$ cat config.mk
export PLATFORM = sky130hd
export DESIGN_NAME = conv_param_gen
export DESIGN_NICKNAME = d
export VERILOG_FILES = /design/src/rtl/conv_param_pkg.sv /design/src/rtl/conv_param_div.sv /design/src/rtl/conv_param_gen.sv
export SDC_FILE = /design/constraint.sdc
export NUM_CORES = 1
export LEC_CHECK = 0
export ABC_AREA = 1
export BUFFER_PORTS_ARGS = -buffer_cell sky130_fd_sc_hd__buf_2
export CORE_MARGIN = 3
export CORE_UTILIZATION = 23
export DETAILED_ROUTE_END_ITERATION = 8
export PLACE_DENSITY = 0.36
export SYNTH_ARGS = -nofsm -noshare
export SYNTH_HDL_FRONTEND = slang
export SYNTH_HIERARCHICAL = 1
export SYNTH_SLANG_ARGS = --single-unit
$ cat constraint.sdc
create_clock -name clk -period 9 [get_ports clk]
set_input_delay 1.35 -clock clk [delete_from_list [all_inputs] [get_ports clk]]
set_output_delay 1.35 -clock clk [all_outputs]
set_load 0.05 [all_outputs]
$ cat src/rtl/conv_param_pkg.sv
// Shared types for the convolution-parameter generator: FSM states, lane-width
// helper and the packed result bundle seen by the address/add/result blocks.
package conv_param_pkg;

    typedef enum logic [3:0] {
        ST_IDLE,
        ST_LOAD,
        ST_DIV,
        ST_MUL0,
        ST_MUL1,
        ST_MUL2,
        ST_MUL3,
        ST_FIN,
        ST_DONE,
        ST_ERR
    } conv_state_e;

    function automatic int s2p_log2(input int s2p);
        return $clog2(s2p);
    endfunction

    // Field widths of the result bundle for the default build of the generator.
    localparam int CP_TP_W   = 9;
    localparam int CP_KKC_W  = 16;
    localparam int CP_LANE_W = 3;
    localparam int CP_KNUM_W = 8;
    localparam int CP_PIX_W  = 18;
    localparam int CP_ROW_W  = 12;
    localparam int CP_ADDR_W = 16;

    typedef struct packed {
        logic                 param_valid;
        logic                 param_err;
        logic [CP_TP_W-1:0]   ofs;
        logic [CP_KKC_W-1:0]  kkc;
        logic [CP_KKC_W-1:0]  col_blk_last;
        logic [CP_LANE_W-1:0] col_lane_last;
        logic [CP_KNUM_W-1:0] kn_blk;
        logic [CP_LANE_W-1:0] kn_lane_last;
        logic [CP_PIX_W-1:0]  pix;
        logic [CP_PIX_W-1:0]  pix_blk;
        logic [CP_LANE_W-1:0] pix_rem;
        logic [CP_ROW_W-1:0]  row_step;
        logic [CP_ADDR_W-1:0] ska;
    } conv_param_t;

endpackage

$ cat src/rtl/conv_param_div.sv
// Start/done iterative-subtract divider: yields floor(dividend/divisor)+1 and
// the number of enabled cycles it took.
module conv_param_div #(
    parameter int N_W = 9,
    parameter int D_W = 3
) (
    input  logic           clk,
    input  logic           rstn,
    input  logic           start,
    input  logic           en,
    input  logic [N_W-1:0] dividend,
    input  logic [D_W-1:0] divisor,
    output logic           done,
    output logic [N_W-1:0] quot_p1,
    output logic [N_W-1:0] cycles
);

    logic [N_W:0]   acc;
    logic [N_W:0]   acc_nxt;
    logic [N_W-1:0] cnt;

    assign acc_nxt = acc + (N_W+1)'(divisor);
    // Finishes on the step that would overshoot, so a quotient q takes q+1 cycles.
    assign done    = en && (acc_nxt > {1'b0, dividend});
    assign quot_p1 = cnt + N_W'(1);

    always_ff @(posedge clk or negedge rstn) begin
        if (!rstn) begin
            acc    <= '0;
            cnt    <= '0;
            cycles <= '0;
        end else if (start) begin
            acc    <= '0;
            cnt    <= '0;
            cycles <= '0;
        end else if (en) begin
            cycles <= cycles + N_W'(1);
            if (!done) begin
                acc <= acc_nxt;
                cnt <= cnt + N_W'(1);
            end
        end
    end

endmodule

$ cat src/rtl/conv_param_gen.sv
// Convolution-parameter generator: validates one layer config and derives the
// IMG2COL/GEMM counts sequentially. Padding input exists only with CONV_PARAM_PAD_EN.
module conv_param_gen
    import conv_param_pkg::*;
#(
    parameter int TENSOR_W  = 8,
    parameter int KERNEL_W  = 4,
    parameter int CHANNEL_W = 8,
    parameter int STRIDE_W  = 3,
    parameter int PAD_W     = 3,
    parameter int KNUM_W    = 8,
    parameter int S2P       = 8,
    parameter int ADDR_W    = 16
) (
    input  logic                              clk,
    input  logic                              rstn,
    input  logic                              clear,
    input  logic                              cfg_valid,
    output logic                              cfg_ready,
    input  logic [TENSOR_W-1:0]               tensor_size,
    input  logic [KERNEL_W-1:0]               kernel_size,
    input  logic [CHANNEL_W-1:0]              channels,
    input  logic [STRIDE_W-1:0]               stride,
`ifdef CONV_PARAM_PAD_EN
    input  logic [PAD_W-1:0]                  pad,
`endif
    input  logic [KNUM_W-1:0]                 kernel_nums,
    output logic                              param_valid,
    output logic                              param_err,
    output logic [TENSOR_W:0]                 ofs,
    output logic [2*KERNEL_W+CHANNEL_W-1:0]   kkc,
    output logic [2*KERNEL_W+CHANNEL_W-1:0]   col_blk_last,
    output logic [s2p_log2(S2P)-1:0]          col_lane_last,
    output logic [KNUM_W-1:0]                 kn_blk,
    output logic [s2p_log2(S2P)-1:0]          kn_lane_last,
    output logic [2*(TENSOR_W+1)-1:0]         pix,
    output logic [2*(TENSOR_W+1)-1:0]         pix_blk,
    output logic [s2p_log2(S2P)-1:0]          pix_rem,
    output logic [TENSOR_W+1+STRIDE_W-1:0]    row_step,
    output logic [ADDR_W-1:0]                 ska
);

    localparam int S2P_LOG2 = s2p_log2(S2P);
    localparam int TP_W     = TENSOR_W + 1;
    localparam int KKC_W    = 2*KERNEL_W + CHANNEL_W;
    localparam int PIX_W    = 2*TP_W;
    localparam int ROW_W    = TP_W + STRIDE_W;
    localparam int MA_W     = (2*KERNEL_W > TP_W) ? 2*KERNEL_W : TP_W;
    localparam int MB_W0    = (CHANNEL_W > TP_W) ? CHANNEL_W : TP_W;
    localparam int MB_W1    = (KERNEL_W > STRIDE_W) ? KERNEL_W : STRIDE_W;
    localparam int MB_W     = (MB_W0 > MB_W1) ? MB_W0 : MB_W1;
    localparam int SKA_W    = (PIX_W > ADDR_W) ? PIX_W : ADDR_W;

    conv_state_e state, state_nxt;

    logic [TP_W-1:0]       tp_in;
    logic [TP_W-1:0]       tp_q;
    logic [KERNEL_W-1:0]   k_q;
    logic [CHANNEL_W-1:0]  c_q;
    logic [STRIDE_W-1:0]   s_q;
    logic [KNUM_W-1:0]     n_q;
    logic [2*KERNEL_W-1:0] kk_q;

    logic                  accept;
    logic                  illegal;
    logic [TP_W-1:0]       diff;
    logic                  div_done;
    logic [TP_W-1:0]       div_quot_p1;
    logic [TP_W-1:0]       div_cycles;
    logic                  unused_div;

    logic [MA_W-1:0]       mul_a;
    logic [MB_W-1:0]       mul_b;
    logic [MA_W+MB_W-1:0]  mul_p;

    logic [KKC_W:0]        kkc_rnd;
    logic [KNUM_W:0]       n_rnd;
    logic [PIX_W:0]        pix_rnd;
    logic [SKA_W-1:0]      ska_full;

`ifdef CONV_PARAM_PAD_EN
    assign tp_in = TP_W'(tensor_size) + TP_W'({pad, 1'b0});
`else
    localparam int unused_pad_w = PAD_W;
    assign tp_in = TP_W'(tensor_size);
`endif

    assign accept  = cfg_valid && cfg_ready && !clear;
    assign diff    = tp_q - TP_W'(k_q);
    assign illegal = (s_q == '0) || (k_q == '0) || (TP_W'(k_q) > tp_q);

    conv_param_div #(
        .N_W (TP_W),
        .D_W (STRIDE_W)
    ) u_div (
        .clk      (clk),
        .rstn     (rstn),
        .start    (state == ST_LOAD),
        .en       (state == ST_DIV),
        .dividend (diff),
        .divisor  (s_q),
        .done     (div_done),
        .quot_p1  (div_quot_p1),
        .cycles   (div_cycles)
    );
    assign unused_div = ^div_cycles;

    always_ff @(posedge clk or negedge rstn) begin
        if (!rstn) state <= ST_IDLE;
        else       state <= state_nxt;
    end

    always_comb begin
        state_nxt = state;
        cfg_ready = (state == ST_IDLE) || (state == ST_DONE) || (state == ST_ERR);
        if (clear) begin
            state_nxt = ST_IDLE;
        end else if (cfg_valid && cfg_ready) begin
            state_nxt = ST_LOAD;
        end else begin
            case (state)
                ST_LOAD: state_nxt = illegal ? ST_ERR : ST_DIV;
                ST_DIV:  if (div_done) state_nxt = ST_MUL0;
                ST_MUL0: state_nxt = ST_MUL1;
                ST_MUL1: state_nxt = ST_MUL2;
                ST_MUL2: state_nxt = ST_MUL3;
                ST_MUL3: state_nxt = ST_FIN;
                ST_FIN:  state_nxt = ST_DONE;
                default: ;
            endcase
        end
    end

    // One shared multiplier; the state selects which product is formed.
    always_comb begin
        mul_a = '0;
        mul_b = '0;
        case (state)
            ST_MUL0: begin mul_a = MA_W'(k_q);  mul_b = MB_W'(k_q); end
            ST_MUL1: begin mul_a = MA_W'(kk_q); mul_b = MB_W'(c_q); end
            ST_MUL2: begin mul_a = MA_W'(ofs);  mul_b = MB_W'(ofs); end
            ST_MUL3: begin mul_a = MA_W'(tp_q); mul_b = MB_W'(s_q); end
            default: ;
        endcase
    end
    assign mul_p = mul_a * mul_b;

    // Ceil-divides by S2P are add-(S2P-1)-then-shift; lane indices are masks.
    assign kkc_rnd  = {1'b0, kkc} + (KKC_W+1)'(S2P - 1);
    assign n_rnd    = {1'b0, n_q} + (KNUM_W+1)'(S2P - 1);
    assign pix_rnd  = {1'b0, pix} + (PIX_W+1)'(S2P - 1);
    assign ska_full = SKA_W'(pix) - SKA_W'(S2P - 1);

    always_ff @(posedge clk or negedge rstn) begin
        if (!rstn) begin
            tp_q          <= '0;
            k_q           <= '0;
            c_q           <= '0;
            s_q           <= '0;
            n_q           <= '0;
            kk_q          <= '0;
            param_valid   <= 1'b0;
            param_err     <= 1'b0;
            ofs           <= '0;
            kkc           <= '0;
            col_blk_last  <= '0;
            col_lane_last <= '0;
            kn_blk        <= '0;
            kn_lane_last  <= '0;
            pix           <= '0;
            pix_blk       <= '0;
            pix_rem       <= '0;
            row_step      <= '0;
            ska           <= '0;
        end else if (clear) begin
            param_valid <= 1'b0;
            param_err   <= 1'b0;
        end else if (accept) begin
            tp_q        <= tp_in;
            k_q         <= kernel_size;
            c_q         <= channels;
            s_q         <= stride;
            n_q         <= kernel_nums;
            param_valid <= 1'b0;
            param_err   <= 1'b0;
        end else begin
            case (state)
                ST_LOAD: if (illegal) param_err <= 1'b1;
                ST_DIV:  if (div_done) ofs <= div_quot_p1;
                ST_MUL0: kk_q     <= mul_p[2*KERNEL_W-1:0];
                ST_MUL1: kkc      <= mul_p[KKC_W-1:0];
                ST_MUL2: pix      <= mul_p[PIX_W-1:0];
                ST_MUL3: row_step <= mul_p[ROW_W-1:0];
                ST_FIN: begin
                    col_blk_last  <= KKC_W'(kkc_rnd >> S2P_LOG2) - KKC_W'(1);
                    col_lane_last <= kkc[S2P_LOG2-1:0] - S2P_LOG2'(1);
                    kn_blk        <= KNUM_W'(n_rnd >> S2P_LOG2);
                    kn_lane_last  <= n_q[S2P_LOG2-1:0] - S2P_LOG2'(1);
                    pix_blk       <= PIX_W'(pix_rnd >> S2P_LOG2);
                    pix_rem       <= pix[S2P_LOG2-1:0];
                    ska           <= ska_full[ADDR_W-1:0];
                    param_valid   <= 1'b1;
                end
                default: ;
            endcase
        end
    end

endmodule

# Word-level counts from Yosys, hierarchy flattened
# Index checks and enable logic that the tools add are counted.
# op_classes
addsub	10
multipliers	1
n_lt_le_gt_ge	2
n_eq_ne	11
mux	20
bitwise_logic	2
reduce_logical	26
# ops
cell	count
one-hot mux 9 bit (4 select lines)	2
two-way mux 10 bit	3
one-hot mux 4 bit (7 select lines)	1
two-way mux 9 bit	3
adder 18 x 3 -> 19 bit (second input constant)	1
multiplier 9 x 9 -> 18 bit	1
adder 16 x 3 -> 17 bit (second input constant)	1
equality test 4 x 3 -> 1 bit (second input constant)	4
two-way mux 4 bit	4
subtractor 16 x 3 -> 16 bit (second input constant)	1
AND reduction 3 bit	5
subtractor 14 x 1 -> 15 bit (second input constant)	1
adder 10 x 3 -> 10 bit	1
> comparator 10 x 9 -> 1 bit	1
adder 8 x 3 -> 9 bit (second input constant)	1
adder 9 x 1 -> 9 bit (second input constant)	1
nonzero test 3 bit	3
nonzero test 9 bit	1
subtractor 8 x 4 -> 9 bit	1
equality test 4 x 2 -> 1 bit (second input constant)	2
equality test 4 bit (second input constant)	2
> comparator 4 x 8 -> 1 bit	1
zero test 4 bit	2
AND reduction 2 bit	4
other kinds (12)	25
# word_totals
regBits	182
input_bits	35
output_inout_bits	125
elab_cells	94

# Longest topological paths before layout
# Gate-level depths: netlist of the first run.
# logic_depth
ltp_word	7
mapped_depth	29
mapped_depth_nobuf	29

# Cells and area by module
# Netlist of the first run, hierarchy kept.
# by_module_without_submodules
module	instances	cells_each	area_each_um2	seq_area_each_um2
conv_param_gen	1	1347	10662.7	4053.9
conv_param_div	1	264	1933.1	700.7

# Worst setup path before layout of the first run
# OpenSTA, ideal clock, no wires.
# synth_timing
path_kind	register -> register
startpoint	reg state[3]
endpoint	reg pix[14]
setup_ps	131
t_arrival_ps	4788
t_required_ps	8869
slack_ps	4081
path_stages_with_launch	24
n_path_buf	1
synth_period_minus_slack_ps	4919
cell_sequence	dfrtp_1 -> nor2_2 -> nand2_2 -> inv_1 -> buf_2 -> nand2_1 -> o211ai_1 -> nand2_1 -> fa_1 -> inv_1 -> fa_1 -> inv_1 -> fa_1 -> fa_1 -> inv_1 -> ha_1 -> a21oi_1 -> nand2_1 -> a21boi_0 -> o21ai_0 -> nand2_1 -> nand3b_1 -> nand3_1 -> o21ai_0
# synth_via
elab_chain_cells	7
word_cells_on_any_way	16
cone_classes	1 x mul; 6 x eq/ne; 2 x mux; 1 x bitwise; 6 x reduce/logical
# synth_rtl
element	line_no	rtl
start, declared	conv_param_gen.sv:54	conv_state_e state, state_nxt;
start signal, assigned	conv_param_gen.sv:110	else state <= state_nxt;
parallel branches: the longest is 7 deep, another holds multiplier 9 x 9 -> 18 bit	--	
end signal, assigned	conv_param_gen.sv:192	ST_MUL2: pix <= mul_p[PIX_W-1:0];
end, declared	conv_param_gen.sv:36	output logic [2*(TENSOR_W+1)-1:0] pix,
# Parallel ways; which one is timed is not known.
# A chain may end at the register's enable or synchronous reset.

# Worst setup path after layout of the first run
# layout_timing
startpoint	reg state[3]
endpoint	reg kkc[12]
# layout_via
elab_chain_cells	7
word_cells_on_any_way	16
cone_classes	1 x mul; 6 x eq/ne; 2 x mux; 1 x bitwise; 6 x reduce/logical
# layout_rtl
element	line_no	rtl
parallel branches: the longest is 7 deep, another holds multiplier 9 x 9 -> 18 bit	--	
end signal, assigned	conv_param_gen.sv:191	ST_MUL1: kkc <= mul_p[KKC_W-1:0];
end, declared	conv_param_gen.sv:31	output logic [2*KERNEL_W+CHANNEL_W-1:0] kkc,
# Parallel ways; which one is timed is not known.

==> results of run 1 <==
==> stage by stage <==
| stage | hold WS (ns) | setup WS (ns) | util |
|---|---|---|---|
| finish | 0.475 | 3.28 | 0.273 |
| detailed placement | 0.463 | 3.19 | 0.263 |
| CTS | 0.483 | 3.20 | 0.273 |
| global placement | 0.458 | 3.27 | 0.263 |
| floorplan | 0.442 | 4.08 | - |
| global route | 0.496 | 2.83 | 0.273 |
==> path summary, 6_finish.rpt <==
kind,endpoint,depth (start not counted)
worst max-delay path,kkc[12],17
worst min-delay path,col_blk_last[0],2
worst max register to register,kkc[12],17
worst min register to register,col_blk_last[0],2
max in group asynchronous,kk_q[0],2
min in group asynchronous,kn_blk[3],1
==> registers in the layout, summed over array words and instances (netlist names), 9 cells and up <==
register	flops
kkc	16
u_div/acc	10
row_step	12
col_blk_last	15
pix	18
u_div/cnt	9
pix_blk	16
ska	16
ofs	9
==> where the power goes <==
part           switching (mW)  internal [mW]
clock                   0.348          0.359
combinational           0.854          0.382
sequential              0.184          0.965
total                    1.39           1.71
==> cell type report <==
class,instances,area [µm²],share of cell area
tap,680,851,0.0601
inverter,256,961,0.0679
multi-input combinational,1082,6460,0.456
timing repair buffer,162,837,0.0591
clock inverter,10,76.3,0.00539
sequential,181,4530,0.320
clock buffer,20,447,0.0315
==> worst register-to-register path, delay by kind of cell, from the launching register on <==
family | cells | cell delay (ns)
XOR/XNOR | 1 | 0.36
adder cells (fa/ha/maj) | 5 | 2.45
buffers and inverters | 3 | 0.15
AND/OR/NAND/NOR | 3 | 0.61
flip-flops | 1 | 0.45
AO/OA/AOI/OAI | 5 | 1.57
==> layer usage <==
layer	wire [µm]	GRT usage	up-vias
met5	0	0	-
met4	761	0.0458	0
met3	1440	0.0247	36
met2	17800	0.228	186
met1	19000	0.199	4843
li1	-	-	5149
==> cell usage in the layout, fill, tap and decap left out, drive strengths merged, types with 2 or more instances in the layout <==
cell type,count
nand2,429
inv,258
dfrtp,181
buf,161
nor2,150
o21ai,108
nand3,95
ha,60
fa,52
a21oi,48
xor2,43
clkbuf,21
mux2,16
nor3,13
nand4,13
xnor2,10
nand3b,8
clkinv,6
o31ai,5
a21o,4
conb,4
a31oi,3
o21bai,3
o21a,3
o211ai,2
a21boi,2
or2,2
nor4,2
clkinvlp,2
==> flow_results.xml, run 1 <==
<?xml version="1.0" encoding="UTF-8"?>
<metrics>
  <group name="floorplanning">
    <metric name="row_count" unit="">83</metric>
    <metric name="floorplan.core_area" unit="µm²">51900</metric>
    <metric name="die-height" unit="µm">236</metric>
    <metric name="boundary_pin_count" unit="">160</metric>
    <metric name="die-area" unit="µm²">55800</metric>
    <metric name="initial_core_util" unit="">0.235</metric>
    <metric name="die_w" unit="µm">236</metric>
  </group>
  <group name="critical_path">
    <metric name="crit_chain" unit="">nor2_2, nand2_1, o211ai_1, nand2_1, fa_1, inv_1, fa_1, fa_1, inv_1, fa_1, inv_1, ha_1, a21oi_1, a21boi_0, o21ai_0, xnor2_1, o21ai_0</metric>
    <metric name="path_buf_inv" unit="">3</metric>
    <metric name="worstPathRequired" unit="ns">9.35</metric>
    <metric name="crit_path_start" unit="">state[3]</metric>
    <metric name="crit_top_cell" unit="">sky130_fd_sc_hd__fa_1</metric>
    <metric name="critical_path_arrival" unit="ns">6.07</metric>
    <metric name="cp_slowest_cell" unit="">sky130_fd_sc_hd__o211ai_1</metric>
    <metric name="crit_path_end_kind" unit="">register</metric>
    <metric name="worstSetupPathType" unit="">register to register</metric>
    <metric name="worstReg2RegStart" unit="">state[3]</metric>
    <metric name="critPathTopFamily" unit="">adder cells</metric>
    <metric name="start_kind" unit="">register</metric>
    <metric name="worst-path-max-fanout" unit="">8</metric>
    <metric name="cpPeakStageDelay" unit="ns">0.79</metric>
    <metric name="timing.reg2reg.setup_slack" unit="ns">3.28</metric>
  </group>
  <group name="clocking">
    <metric name="worst_skew_pair.late_latency" unit="ns">0.48</metric>
    <metric name="cts_post_setup_buffers_inserted" unit="">0</metric>
    <metric name="cts.path.max_buffers" unit="">2</metric>
    <metric name="clock-sinks" unit="">181</metric>
    <metric name="post_cts_resized" unit="">0</metric>
    <metric name="cts_buffers" unit="">17</metric>
    <metric name="cts_tree" unit="">built</metric>
    <metric name="cts_hold_buffers" unit="">0</metric>
    <metric name="cts.htree.levels" unit="">4</metric>
    <metric name="cts.root.buffer_cell" unit="">sky130_fd_sc_hd__clkbuf_16</metric>
    <metric name="worst_setup_hold_path_clk_slew" unit="ns">0.07</metric>
  </group>
  <group name="routing">
    <metric name="vias" unit="">10200</metric>
    <metric name="detailedRoute.firstPassIterationCount" unit="">5</metric>
    <metric name="routed_wire_length_per_instance" unit="µm">16.3</metric>
    <metric name="final_antenna_net_count" unit="">0</metric>
    <metric name="detail_route.drc_violations" unit="">0</metric>
    <metric name="dr.first_iter.drc_count" unit="">682</metric>
    <metric name="post_drt_via_cell_ratio" unit="">4.27</metric>
    <metric name="routed_wl" unit="mm">39.0</metric>
  </group>
  <group name="synth">
    <metric name="synth_area_per_cell" unit="µm²">7.80</metric>
    <metric name="postSynthCellCount" unit="">1562</metric>
    <metric name="post_synthesis_instance_area" unit="µm²">12200</metric>
    <metric name="count_of_warnings_emitted_by_yosys" unit="">6</metric>
  </group>
  <group name="grt">
    <metric name="number_of_antenna_violations_at_the_first_check_in_global_routing" unit="">0</metric>
    <metric name="vias_in_the_first_global_route" unit="">10400</metric>
    <metric name="grt_overflow_total" unit="">0</metric>
    <metric name="maximum_number_of_pins_on_one_net_before_global_route_repair" unit="">72</metric>
    <metric name="gr-usage-all-layers" unit="">0.144</metric>
    <metric name="grt_pass1_wl" unit="mm">62.1</metric>
  </group>
  <group name="power">
    <metric name="worst_ir_drop_vdd" unit="V">0.000138</metric>
    <metric name="post-layout-total-power" unit="mW">3.09</metric>
    <metric name="power_leakage" unit="nW">7.65</metric>
    <metric name="power.density_cell_area" unit="nW/µm²">218</metric>
  </group>
  <group name="place">
    <metric name="dp_hpwl" unit="mm">30.7</metric>
    <metric name="dpl_cells" unit="">2361</metric>
    <metric name="port_buffers" unit="">155</metric>
    <metric name="instance_area_after_placement" unit="µm²">13600</metric>
    <metric name="gp_congestion" unit="">0.859</metric>
  </group>
  <group name="timing">
    <metric name="timing.max_slew.rel_slack" unit="">0.392</metric>
    <metric name="report.final.hold_viol_count" unit="">0</metric>
    <metric name="slew_violations" unit="">0</metric>
    <metric name="fin_tns_setup" unit="ns">0</metric>
    <metric name="final.period_utilization" unit="">0.636</metric>
    <metric name="fmax" unit="MHz">175</metric>
    <metric name="max_slew.worst_pin.slew" unit="ns">0.907</metric>
    <metric name="setup-violations-final" unit="">0</metric>
    <metric name="layout_min_cycle_time" unit="ns">5.72</metric>
    <metric name="rsz_0062_raised_after_global_routing" unit="">no</metric>
    <metric name="finalClockSkew" unit="ns">0.00553</metric>
  </group>
  <group name="final_layout">
    <metric name="num_antenna_cells" unit="">0</metric>
    <metric name="nNetsFinal" unit="">1847</metric>
    <metric name="layout_fillers" unit="">5809</metric>
    <metric name="finalNonFillerCells" unit="">2391</metric>
    <metric name="area_growth" unit="%">16.2</metric>
    <metric name="final_cell_area" unit="µm²">14200</metric>
    <metric name="post_route_cells_drive_above_1_share" unit="">0.148</metric>
  </group>
  <group name="status">
    <metric name="run_status" unit="">complete, no violations</metric>
  </group>
  <group name="job">
    <metric name="drv_cap" unit="">0</metric>
  </group>
  <group name="hold_path">
    <metric name="min_path_type" unit="">register to register</metric>
    <metric name="timing.hold.worst.start" unit="">col_blk_last[0]</metric>
  </group>
</metrics>
Note: power is estimated with default switching activity, not from simulation.
==> inputs of run 2 (changes only) <==
==> constraint.sdc (replaced) <==
create_clock -name clk -period 5.89 [get_ports clk]
set_input_delay 0.8835 -clock clk [delete_from_list [all_inputs] [get_ports clk]]
set_output_delay 0.8835 -clock clk [all_outputs]
set_load 0.05 [all_outputs]
==> flow_results.xml, run 2 (synthesis results as in run 1) <==
<?xml version="1.0" encoding="UTF-8"?>
<metrics>
  <group name="status">
    <metric name="run_status" unit="">complete, no violations</metric>
  </group>
  <group name="final_layout">
    <metric name="largest_register_ffs" unit="">18</metric>
    <metric name="post_route_cells_drive_above_1_share" unit="">0.158</metric>
    <metric name="nNetsFinal" unit="">1859</metric>
    <metric name="final_common_cell" unit="">sky130_fd_sc_hd__nand2_1</metric>
    <metric name="layout_fillers" unit="">5755</metric>
    <metric name="layout.area.seq" unit="µm²">4530</metric>
    <metric name="finalCoreUtilization" unit="">0.276</metric>
    <metric name="multi_input_area" unit="µm²">6470</metric>
    <metric name="area_growth" unit="%">17.6</metric>
    <metric name="num_antenna_cells" unit="">0</metric>
    <metric name="regMostFlops" unit="">pix</metric>
    <metric name="final_cell_area" unit="µm²">14300</metric>
    <metric name="mostFrequentLayoutCells" unit="">418 x sky130_fd_sc_hd__nand2_1, 240 x sky130_fd_sc_hd__inv_1, 181 x sky130_fd_sc_hd__dfrtp_1</metric>
  </group>
  <group name="floorplanning">
    <metric name="row_count" unit="">83</metric>
    <metric name="die-area" unit="µm²">55800</metric>
    <metric name="die-height" unit="µm">236</metric>
    <metric name="boundary_pin_count" unit="">160</metric>
    <metric name="initial_core_util" unit="">0.235</metric>
    <metric name="die_w" unit="µm">236</metric>
    <metric name="floorplan.core_area" unit="µm²">51900</metric>
  </group>
  <group name="timing">
    <metric name="setup-violations-final" unit="">0</metric>
    <metric name="fin_hold_ws" unit="ns">0.437</metric>
    <metric name="fin_tns_setup" unit="ns">0</metric>
    <metric name="finalClockSkew" unit="ns">0.00881</metric>
    <metric name="slew_violations" unit="">0</metric>
    <metric name="rsz_0062_raised_after_global_routing" unit="">no</metric>
    <metric name="layout_min_cycle_time" unit="ns">5.48</metric>
    <metric name="fmax" unit="MHz">182</metric>
    <metric name="final.setup.worst_slack" unit="ns">0.410</metric>
    <metric name="final.period_utilization" unit="">0.930</metric>
    <metric name="timing.max_slew.rel_slack" unit="">0.355</metric>
    <metric name="report.final.hold_viol_count" unit="">0</metric>
    <metric name="max_slew.worst_pin.slew" unit="ns">0.964</metric>
  </group>
  <group name="routing">
    <metric name="routed_wire_length_per_instance" unit="µm">16.3</metric>
    <metric name="routed_wl" unit="mm">39.2</metric>
    <metric name="final_antenna_net_count" unit="">0</metric>
    <metric name="detail_route.drc_violations" unit="">0</metric>
    <metric name="post_drt_via_cell_ratio" unit="">4.26</metric>
    <metric name="dr.first_iter.drc_count" unit="">488</metric>
    <metric name="detailedRoute.firstPassIterationCount" unit="">5</metric>
    <metric name="vias" unit="">10200</metric>
  </group>
  <group name="power">
    <metric name="power.combinational.fraction" unit="">0.391</metric>
    <metric name="seqPwrFrac" unit="">0.361</metric>
    <metric name="worst_ir_drop_vdd" unit="V">0.000211</metric>
    <metric name="clockPowerShare" unit="">0.248</metric>
    <metric name="cell_internal_pwr" unit="mW">2.70</metric>
    <metric name="power_leakage" unit="nW">7.74</metric>
    <metric name="switching_power" unit="mW">2.15</metric>
    <metric name="power.density_cell_area" unit="nW/µm²">338</metric>
    <metric name="netSwitchingFraction" unit="">0.443</metric>
  </group>
  <group name="place">
    <metric name="instance_area_after_placement" unit="µm²">13700</metric>
    <metric name="detailedPlace.worstSlack" unit="ns">0.258</metric>
    <metric name="port_buffers" unit="">155</metric>
    <metric name="gp_congestion" unit="">0.833</metric>
    <metric name="dp_hpwl" unit="mm">30.9</metric>
  </group>
  <group name="grt">
    <metric name="maximum_number_of_pins_on_one_net_before_global_route_repair" unit="">76</metric>
    <metric name="grt_overflow_total" unit="">0</metric>
    <metric name="grt_pass1_wl" unit="mm">62.2</metric>
    <metric name="gr-usage-all-layers" unit="">0.144</metric>
    <metric name="vias_in_the_first_global_route" unit="">10500</metric>
    <metric name="number_of_antenna_violations_at_the_first_check_in_global_routing" unit="">0</metric>
  </group>
  <group name="critical_path">
    <metric name="crit_path_end_kind" unit="">register</metric>
    <metric name="worst-path-max-fanout" unit="">9</metric>
    <metric name="critical_path_arrival" unit="ns">5.85</metric>
    <metric name="start_kind" unit="">register</metric>
    <metric name="worstSetupPathType" unit="">register to register</metric>
    <metric name="worstRegToRegCells" unit="">24</metric>
    <metric name="worstPathRequired" unit="ns">6.26</metric>
  </group>
  <group name="clocking">
    <metric name="cts.path.max_buffers" unit="">2</metric>
    <metric name="clock-sinks" unit="">181</metric>
    <metric name="cts.root.buffer_cell" unit="">sky130_fd_sc_hd__clkbuf_16</metric>
    <metric name="cts_buffers" unit="">17</metric>
    <metric name="worst_skew_pair.late_latency" unit="ns">0.48</metric>
    <metric name="cts.htree.levels" unit="">4</metric>
    <metric name="worst_setup_hold_path_clk_slew" unit="ns">0.07</metric>
    <metric name="cts_tree" unit="">built</metric>
  </group>
  <group name="hold_path">
    <metric name="min_path_type" unit="">input pin to async pin</metric>
  </group>
  <group name="job">
    <metric name="drv_cap" unit="">0</metric>
  </group>
</metrics>
-- run 2: final timing paths --
check | endpoint | slack [ns] | start
worst min register to register | col_blk_last[0] | 0.48 | col_blk_last[0]
worst max register to register | pix[15] | 0.41 | state[2]
worst max-delay path | pix[15] | 0.41 | state[2]
worst min-delay path | pix_blk[12] | 0.44 | rstn
min in group clk | col_blk_last[0] | 0.48 | col_blk_last[0]
max in group asynchronous | param_valid | 4.21 | rstn
-- run 2: power groups by stage --
stage / clock network, mW / logic, mW / registers, mW
floorplan: 0 / 1.24 / 1.89
global placement: 0 / 1.91 / 1.78
detailed placement: 0 / 1.91 / 1.78
CTS: 1.26 / 1.92 / 1.76
global route: 1.30 / 2.16 / 1.79
finish: 1.20 / 1.89 / 1.75
-- run 2: cell type report --
cell class | count | area share
timing repair inverter | 1 | 0.000349
sequential | 181 | 0.316
clock inverter | 13 | 0.0102
timing repair buffer | 173 | 0.0642
tap | 680 | 0.0594
inverter | 256 | 0.0673
clock buffer | 19 | 0.0309
multi-input combinational | 1082 | 0.452
-- run 2: what timing repair did --
item / 4_1_cts / 5_1_grt
hold buffers: 0 / 0
resized for setup: 0 / 8
setup endpoints to repair: 0 / 16
setup buffers: 0 / 6
-- run 2: critical path: stages (launching register included) --
cell                         delay (ns)
sky130_fd_sc_hd__dfrtp_1           0.39
sky130_fd_sc_hd__inv_1             0.09
sky130_fd_sc_hd__nor2_2            0.06
sky130_fd_sc_hd__nand2_2           0.24
sky130_fd_sc_hd__clkinvlp_4        0.24
sky130_fd_sc_hd__a221oi_1          0.45
sky130_fd_sc_hd__inv_1             0.25
sky130_fd_sc_hd__nand2_1           0.14
sky130_fd_sc_hd__fa_1              0.44
sky130_fd_sc_hd__inv_1             0.10
sky130_fd_sc_hd__fa_1              0.44
sky130_fd_sc_hd__fa_1              0.49
sky130_fd_sc_hd__inv_1             0.05
sky130_fd_sc_hd__fa_1              0.52
sky130_fd_sc_hd__inv_1             0.04
sky130_fd_sc_hd__ha_1              0.34
sky130_fd_sc_hd__nand2_1           0.11
sky130_fd_sc_hd__nor3_1            0.22
sky130_fd_sc_hd__nor2_1            0.10
sky130_fd_sc_hd__o21bai_1          0.20
sky130_fd_sc_hd__nand2_1           0.11
sky130_fd_sc_hd__nand2_1           0.07
sky130_fd_sc_hd__nand2_1           0.08
sky130_fd_sc_hd__nand3_1           0.14
sky130_fd_sc_hd__nand2_1           0.06
-- run 2: per-layer routing --
metal  up-vias  global-route usage  share of wire
met1      4846               0.198           0.49
met2       185               0.230           0.46
met5         -                   0              0
met4         0              0.0427          0.016
li1       5180                   -              -
met3        32              0.0281          0.035
-- run 2: through the flow --
stage / power, mW / std cells
final: 4.85 / 2405
after global routing: 5.25 / 2405
after CTS: 4.94 / 2398
after detailed placement: 3.69 / 2366
after global placement: 3.69 / 2366
after floorplan: 3.12 / 1565
==> inputs of run 3 (changes only) <==
--- a/config.mk
+++ b/config.mk
@@ -11,6 +11,8 @@
 export CORE_UTILIZATION = 23
 export DETAILED_ROUTE_END_ITERATION = 8
 export PLACE_DENSITY = 0.36
+export RECOVER_POWER = 25
+export SLEW_MARGIN = 15
 export SYNTH_ARGS = -nofsm -noshare
 export SYNTH_HDL_FRONTEND = slang
 export SYNTH_HIERARCHICAL = 1
==> flow_results.xml, run 3 (synthesis results as in run 1) <==
<?xml version="1.0" encoding="UTF-8"?>
<metrics>
  <group name="grt">
    <metric name="grt_busiest_layer" unit="">met2</metric>
    <metric name="number_of_antenna_violations_at_the_first_check_in_global_routing" unit="">0</metric>
    <metric name="grtUsageMet3" unit="">0.0281</metric>
    <metric name="vias_in_the_first_global_route" unit="">10500</metric>
    <metric name="grt_pass1_wl" unit="mm">62.2</metric>
    <metric name="gr-usage-all-layers" unit="">0.144</metric>
    <metric name="maximum_number_of_pins_on_one_net_before_global_route_repair" unit="">76</metric>
    <metric name="global_route.usage.met2" unit="">0.230</metric>
    <metric name="groute.layer.met1.usage" unit="">0.198</metric>
    <metric name="grt_overflow_total" unit="">0</metric>
  </group>
  <group name="critical_path">
    <metric name="worstRegToRegCells" unit="">24</metric>
    <metric name="worstPathRequired" unit="ns">6.26</metric>
    <metric name="timing.reg2reg.setup_slack" unit="ns">0.41</metric>
    <metric name="start_kind" unit="">register</metric>
    <metric name="crit_path_start" unit="">state[2]</metric>
    <metric name="worst-path-max-fanout" unit="">9</metric>
    <metric name="crit_path_end_kind" unit="">register</metric>
    <metric name="worstReg2RegStart" unit="">state[2]</metric>
    <metric name="crit-reg2reg-capture" unit="">pix[15]</metric>
    <metric name="critical_path_arrival" unit="ns">5.84</metric>
    <metric name="worstSetupPathType" unit="">register to register</metric>
  </group>
  <group name="final_layout">
    <metric name="largest_register_ffs" unit="">18</metric>
    <metric name="post_route_cells_drive_above_1_share" unit="">0.156</metric>
    <metric name="mostFrequentLayoutCells" unit="">418 x sky130_fd_sc_hd__nand2_1, 240 x sky130_fd_sc_hd__inv_1, 181 x sky130_fd_sc_hd__dfrtp_1</metric>
    <metric name="final_cell_area" unit="µm²">14300</metric>
    <metric name="final_common_cell" unit="">sky130_fd_sc_hd__nand2_1</metric>
    <metric name="regMostFlops" unit="">pix</metric>
    <metric name="nNetsFinal" unit="">1859</metric>
    <metric name="num_antenna_cells" unit="">0</metric>
    <metric name="area_growth" unit="%">17.4</metric>
    <metric name="layout_fillers" unit="">5757</metric>
  </group>
  <group name="routing">
    <metric name="detail_route.drc_violations" unit="">0</metric>
    <metric name="routed_wl" unit="mm">39.2</metric>
    <metric name="routed_wire_length_per_instance" unit="µm">16.3</metric>
    <metric name="post_drt_via_cell_ratio" unit="">4.26</metric>
    <metric name="vias" unit="">10300</metric>
    <metric name="final_antenna_net_count" unit="">0</metric>
    <metric name="dr.first_iter.drc_count" unit="">478</metric>
    <metric name="detailedRoute.firstPassIterationCount" unit="">5</metric>
  </group>
  <group name="hold_path">
    <metric name="worst_hold_path.num_cells" unit="">2</metric>
    <metric name="hold_end" unit="">col_blk_last[0]</metric>
    <metric name="timing.hold.worst.start" unit="">col_blk_last[0]</metric>
    <metric name="min_path_type" unit="">register to register</metric>
  </group>
  <group name="floorplanning">
    <metric name="die-height" unit="µm">236</metric>
    <metric name="boundary_pin_count" unit="">160</metric>
    <metric name="die-area" unit="µm²">55800</metric>
    <metric name="die_w" unit="µm">236</metric>
    <metric name="row_count" unit="">83</metric>
    <metric name="floorplan.core_area" unit="µm²">51900</metric>
    <metric name="initial_core_util" unit="">0.235</metric>
  </group>
  <group name="timing">
    <metric name="rsz_0062_raised_after_global_routing" unit="">no</metric>
    <metric name="fin_hold_ws" unit="ns">0.475</metric>
    <metric name="report.final.hold_viol_count" unit="">0</metric>
    <metric name="max_slew.worst_pin.slew" unit="ns">4.47</metric>
    <metric name="layout_min_cycle_time" unit="ns">5.48</metric>
    <metric name="final.period_utilization" unit="">0.930</metric>
    <metric name="slew_violations" unit="">76</metric>
    <metric name="finalClockSkew" unit="ns">0.00875</metric>
    <metric name="setup-violations-final" unit="">0</metric>
    <metric name="fmax" unit="MHz">183</metric>
    <metric name="fin_tns_setup" unit="ns">0</metric>
    <metric name="timing.max_slew.rel_slack" unit="">-1.98</metric>
  </group>
  <group name="place">
    <metric name="dp_hpwl" unit="mm">30.9</metric>
    <metric name="gp_congestion" unit="">0.833</metric>
    <metric name="instance_area_after_placement" unit="µm²">13700</metric>
    <metric name="port_buffers" unit="">155</metric>
  </group>
  <group name="job">
    <metric name="drv_cap" unit="">1</metric>
  </group>
  <group name="clocking">
    <metric name="cts_hold_buffers" unit="">0</metric>
    <metric name="cts.htree.levels" unit="">4</metric>
    <metric name="cts_tree" unit="">built</metric>
    <metric name="worst_setup_hold_path_clk_slew" unit="ns">0.07</metric>
    <metric name="cts.path.max_buffers" unit="">2</metric>
    <metric name="clock-sinks" unit="">181</metric>
    <metric name="cts.root.buffer_cell" unit="">sky130_fd_sc_hd__clkbuf_16</metric>
    <metric name="worst_skew_pair.late_latency" unit="ns">0.48</metric>
    <metric name="cts_buffers" unit="">17</metric>
  </group>
  <group name="power">
    <metric name="power_leakage" unit="nW">7.73</metric>
    <metric name="post-layout-total-power" unit="mW">4.84</metric>
    <metric name="worst_ir_drop_vdd" unit="V">0.000211</metric>
    <metric name="power.density_cell_area" unit="nW/µm²">338</metric>
  </group>
  <group name="status">
    <metric name="failing_checks" unit="">max-capacitance violations, max-slew violations</metric>
    <metric name="run_status" unit="">finished with violations</metric>
  </group>
</metrics>
## run 3: changes by cell type in the layout (fill, tap and decap cells not counted)
cell                       delta
sky130_fd_sc_hd__buf_4        -2
sky130_fd_sc_hd__clkbuf_1     +1
sky130_fd_sc_hd__clkbuf_4     +2
sky130_fd_sc_hd__clkbuf_8     -1
sky130_fd_sc_hd__clkinv_1     +1
sky130_fd_sc_hd__inv_2        -1
sky130_fd_sc_hd__nand3_1      +1
sky130_fd_sc_hd__nand3_2      -1
sky130_fd_sc_hd__nor2_1       +1
sky130_fd_sc_hd__nor2_4       -1
## run 3: timing repair
item	4_1_cts	5_1_grt
buffers inserted	0	6
resized for setup	0	8
setup endpoints to repair	0	16
endpoints found under the hold margin	0	0
## run 3: worst max-delay path: stages (launching register included)
cell and delay (ns):
sky130_fd_sc_hd__dfrtp_1 0.39, sky130_fd_sc_hd__inv_1 0.09, sky130_fd_sc_hd__nor2_2 0.06, sky130_fd_sc_hd__nand2_2 0.24
sky130_fd_sc_hd__clkinvlp_4 0.24, sky130_fd_sc_hd__a221oi_1 0.44, sky130_fd_sc_hd__inv_1 0.25, sky130_fd_sc_hd__nand2_1 0.14
sky130_fd_sc_hd__fa_1 0.44, sky130_fd_sc_hd__inv_1 0.10, sky130_fd_sc_hd__fa_1 0.44, sky130_fd_sc_hd__fa_1 0.49
sky130_fd_sc_hd__inv_1 0.05, sky130_fd_sc_hd__fa_1 0.52, sky130_fd_sc_hd__inv_1 0.04, sky130_fd_sc_hd__ha_1 0.34
sky130_fd_sc_hd__nand2_1 0.11, sky130_fd_sc_hd__nor3_1 0.22, sky130_fd_sc_hd__nor2_1 0.10, sky130_fd_sc_hd__o21bai_1 0.20
sky130_fd_sc_hd__nand2_1 0.11, sky130_fd_sc_hd__nand2_1 0.07, sky130_fd_sc_hd__nand2_1 0.08, sky130_fd_sc_hd__nand3_1 0.14
sky130_fd_sc_hd__nand2_1 0.06
## run 3: how the worst max path moves through the flow
stage | endpoint | slack [ns]
after floorplan | pix[14] | 0.97
after global placement | pix[12] | 0.30
after detailed placement | pix[12] | 0.26
after CTS | pix[12] | 0.24
after global routing | row_step[11] | 0.04
final | pix[15] | 0.41
## run 3: cell type report
type / instances / area [µm²] / area share
Timing Repair Buffer: 173 / 910 / 0.0636
Inverter: 256 / 965 / 0.0674
Sequential cell: 181 / 4530 / 0.317
Clock buffer: 19 / 443 / 0.0310
Timing Repair inverter: 1 / 5.00 / 0.000350
Tap cell: 680 / 851 / 0.0595
Clock inverter: 13 / 146 / 0.0102
Multi-Input combinational cell: 1082 / 6460 / 0.451
## run 3: where the power goes
part	switching, mW	total [mW]	internal [mW]
clock network	0.560	1.20	0.642
registers	0.278	1.75	1.47
logic	1.30	1.88	0.579
total	2.14	4.84	2.70
## run 3: metal layers
layer  part of all wire  wire length (µm)
met4              0.016               621
met5                  0                 0
met1               0.49             19200
met3              0.037              1450
met2               0.46             17900
## run 3: metrics by stage
step / instances / setup slack, ns / utilization
2_1_floorplan: 1565 / 0.971 / -
3_3_place_gp: 2366 / 0.299 / 0.263
3_5_place_dp: 2366 / 0.258 / 0.263
4_1_cts: 2398 / 0.240 / 0.275
5_1_grt: 2405 / 0.0369 / 0.276
6_report: 2405 / 0.415 / 0.276
